File: config.mk
export PLATFORM = sky130hd
export DESIGN_NAME = demux1x4_reg
export DESIGN_NICKNAME = d
export VERILOG_FILES = /design/src/rtl/demux1x4_reg.sv
export SDC_FILE = /design/constraint.sdc
export NUM_CORES = 1
export LEC_CHECK = 0
export CAP_MARGIN = 20
export CORE_AREA = 2 2 39 41
export DETAILED_ROUTE_END_ITERATION = 10
export DIE_AREA = 0 0 41 43
export PLACE_DENSITY = 0.62
export SYNTH_ARGS = -nofsm -noshare
export SYNTH_HDL_FRONTEND = slang
export SYNTH_SLANG_ARGS = --single-unit
File: constraint.sdc
create_clock -name clk -period 1.1 [get_ports clk]
set_input_delay 0.275 -clock clk [delete_from_list [all_inputs] [get_ports clk]]
set_output_delay 0.275 -clock clk [all_outputs]
set_load 0.02 [all_outputs]
File: src/rtl/demux1x4_reg.sv
// demux1x4_reg: registered 1:4 demultiplexor with valid/ready handshaking.
// One producer feeds four independently stalling consumers. Each output port
// owns a single-entry register, so a stalled consumer only blocks words that
// are headed for its own port.
module demux1x4_reg #(
  parameter int SIZE = 1
) (
  input  logic            clk,
  input  logic            rst_n,
  input  logic [SIZE-1:0] in_data,
  input  logic [1:0]      in_port,
  input  logic            in_valid,
  output logic            in_ready,
  output logic [SIZE-1:0] out_data [4],
  output logic [3:0]      out_valid,
  input  logic [3:0]      out_ready
);

  logic [SIZE-1:0] r_data [4];
  logic [3:0]      r_full;

  logic            w_acc;
  logic [3:0]      w_write;
  logic [3:0]      w_drain;

  // Handshake decode: the target port can take a word if it is empty or is
  // being emptied this cycle; ready deliberately ignores in_valid.
  always_comb begin
    in_ready = 1'b0;
    w_acc    = 1'b0;
    w_write  = 4'b0000;
    w_drain  = 4'b0000;

    in_ready = ~r_full[in_port] | out_ready[in_port];
    w_acc    = in_valid & in_ready;
    if (w_acc) begin
      w_write[in_port] = 1'b1;
    end
    w_drain  = r_full & out_ready;
  end

  // Occupancy flags: an accept wins over a drain on the same port, so a
  // simultaneous accept+drain leaves the port full with the new word.
  always_ff @(posedge clk or negedge rst_n) begin
    if (!rst_n) begin
      r_full <= 4'b0000;
    end else begin
      for (int i = 0; i < 4; i++) begin
        if (w_write[i]) begin
          r_full[i] <= 1'b1;
        end else if (w_drain[i]) begin
          r_full[i] <= 1'b0;
        end
      end
    end
  end

  // Entry registers: a port's word only changes when a new word is accepted
  // for that port; a drain leaves the stale value in place.
  always_ff @(posedge clk or negedge rst_n) begin
    if (!rst_n) begin
      for (int i = 0; i < 4; i++) begin
        r_data[i] <= '0;
      end
    end else begin
      for (int i = 0; i < 4; i++) begin
        if (w_write[i]) begin
          r_data[i] <= in_data;
        end
      end
    end
  end

  // Output view: each port exposes its held word and its occupancy flag.
  always_comb begin
    for (int i = 0; i < 4; i++) begin
      out_data[i] = r_data[i];
    end
    out_valid = r_full;
  end

endmodule

==> results.toml <==
[run_status]
status = "complete, but fails checks"
violations = "setup timing"

[yosys]
synth-seq-area-share = 0.535
synth_area_um2 = 374
ys.warnings.count = 0
synth_area_leaders = "dfrtp_1, mux2_2, nand2b_1, mux4_1, o21ai_0"
synth_nets = 39
yosys.area.top_type = "dfrtp_1"
yosysTopAreaCellShare = 0.535
synth_seq_cells = 8
avgSynthCellArea_um2 = 12.9
syn_inst = 29
ys_types = 13

[final_layout]
drive_above_1_share = 0.710
final_cells = 85
nets = 80
final_core_util = 0.582
num_antenna_cells = 0
area_growth_pct = 115

[floorplan]
rows = 14
ioPinCount = 19
die_y_um = 43
fp.dieW_um = 41
die_area_um2 = 1760
initial_core_util = 0.270
coreArea_um2 = 1380

[place]
numPortBuffers = 18
dp.cells = 73
place_congestion = 0.685
dp_hpwl_um = 703

[clocking]
cts_hold_buf = 0
insertion_delay_ps = 260
clock-sinks = 8
cts-buffers-inserted = 3
cts_root_buf = "clkbuf_4"
cts_tree = "done"
clkTransAtPathRegs_ps = 70
clk_path_buf_depth = 2
htree_levels = 1

[sta]
finalHoldViolations = 0
tightestPinTransition_ps = 362
setup_viol = 8
skew_ps = 9.37
max_freq_mhz = 624
fin_ws_ps = -502
finalSetupTns_ps = -1620
fin_crit_sh = 1.46
slew_headroom = 0.758
final.min_clock_period_ps = 1600
rsz0062_at_grt = "yes"
slew_violations = 0

[critical_path]
path_max_fanout = 2
arrival_ps = 1330
end_kind = "output pin"
worstSetupPathType = "flip-flop to output pin"
start_kind = "flip-flop"
required_ps = 820

[grt]
antenna_found_initial = 0
grt-ovfl-total = 0
grt_usage = 0.162
grt_pass1_vias = 410
grt_max_degree = 9
grt_first_pass_wirelength_um = 1810

[pwr]
cellPowerDensity_nw_per_um2 = 1200
vdd_drop_max_mv = 0.506
p_leak_nw = 0.406

[route]
drt-total-wl_um = 1180
ant_nets = 0
drcViolationCount = 0
viasPerCell = 4.61
wl_per_cell_um = 13.9
num_vias = 392
dr.pass1.iters = 4
drt_iter0_drc = 2

[run]
maxCapViolCount = 0

[worst_hold_path]
hold_path.class = "input port to asynchronous set/reset pin"
[placed cells by master, fill, tap and decap left out, drive strengths merged]
cell type	n
nand2	2
nor3b	1
mux2	4
clkbuf	4
nand2b	6
dfrtp	8
o21ai	3
clkdlybuf4s15	1
nand4	1
clkdlybuf4s50	2
or3b	1
dlygate4sd2	6
buf	27
nand3	1
inv	1
mux4	1
[layer usage]
layer / GRT usage / up-vias / wire length, um
met3: 0.0314 / 2 / 51
met5: 0 / - / 0
met1: 0.169 / 195 / 424
li1: - / 183 / -
met4: 0.100 / 0 / 12
met2: 0.275 / 12 / 692
[sequential cells by signal, indices dropped and copies added, names as in the netlist]
signal / cells
out_data: 4
out_valid: 4
[worst max-delay path, cell delays in order, from the launching register on]
cell and delay (ps):
dfrtp_2 380, nand2b_4 60, mux4_2 470, buf_6 150
[final timing paths]
check | start | to | slack, ps | cells past startpoint
max in group asynchronous | rst_n | out_valid[2] | 520 | 1
setup / recovery | out_valid[3] | in_ready | -500 | 3
hold reg to reg | out_data[0] | out_data[0] | 510 | 1
hold / removal | rst_n | out_data[1] | 290 | 1
setup reg to reg | out_valid[2] | out_data[1] | -260 | 4
min in group clk | out_data[0] | out_data[0] | 510 | 1
[kinds of logic after synthesis]
kind of cell           Yosys count  synth area share
AOI/OAI and AO/OA                3            0.0401
buffers and inverters            1            0.0100
DFF                              8             0.535
muxes                            5             0.201
and+or+nand+nor                 12             0.214
[layout make-up]
class / count / area (um2)
clock buffers: 4 / 26.3
fillers: 124 / 578
inverters: 1 / 3.75
multi-input cells: 20 / 230
flip-flops and latches: 8 / 205
well taps: 16 / 20.0
repair buffers: 36 / 320
[timing repair]
item	CTS	global route
buffers inserted	4	4
resized for setup	60	10
pin swaps	2	0
endpoints found under the setup margin	13	10
[per-stage QoR]
stage	power [mW]	setup WS [ps]	hold slack, ps	instance area, um2
after floorplan	0.488	-206	-20.6	384
after global placement	0.672	-1010	494	659
after detailed placement	0.678	-1020	503	659
after CTS	0.946	-500	295	759
after global routing	1.02	-534	314	806
final	0.969	-502	289	806
[synthesized netlist by cell type, drive strengths merged]
master	number
mux2	4
nand4	1
nand2b	6
dfrtp	8
nand2	2
nor3b	1
nand3	1
inv	1
o21ai	3
mux4	1
or3b	1
[report_power, final]
| group | switching [mW] | internal (mW) |
|---|---|---|
| registers | 0.0289 | 0.339 |
| clock network | 0.112 | 0.139 |
| logic | 0.144 | 0.206 |
Power figures use the tool's default switching activity.
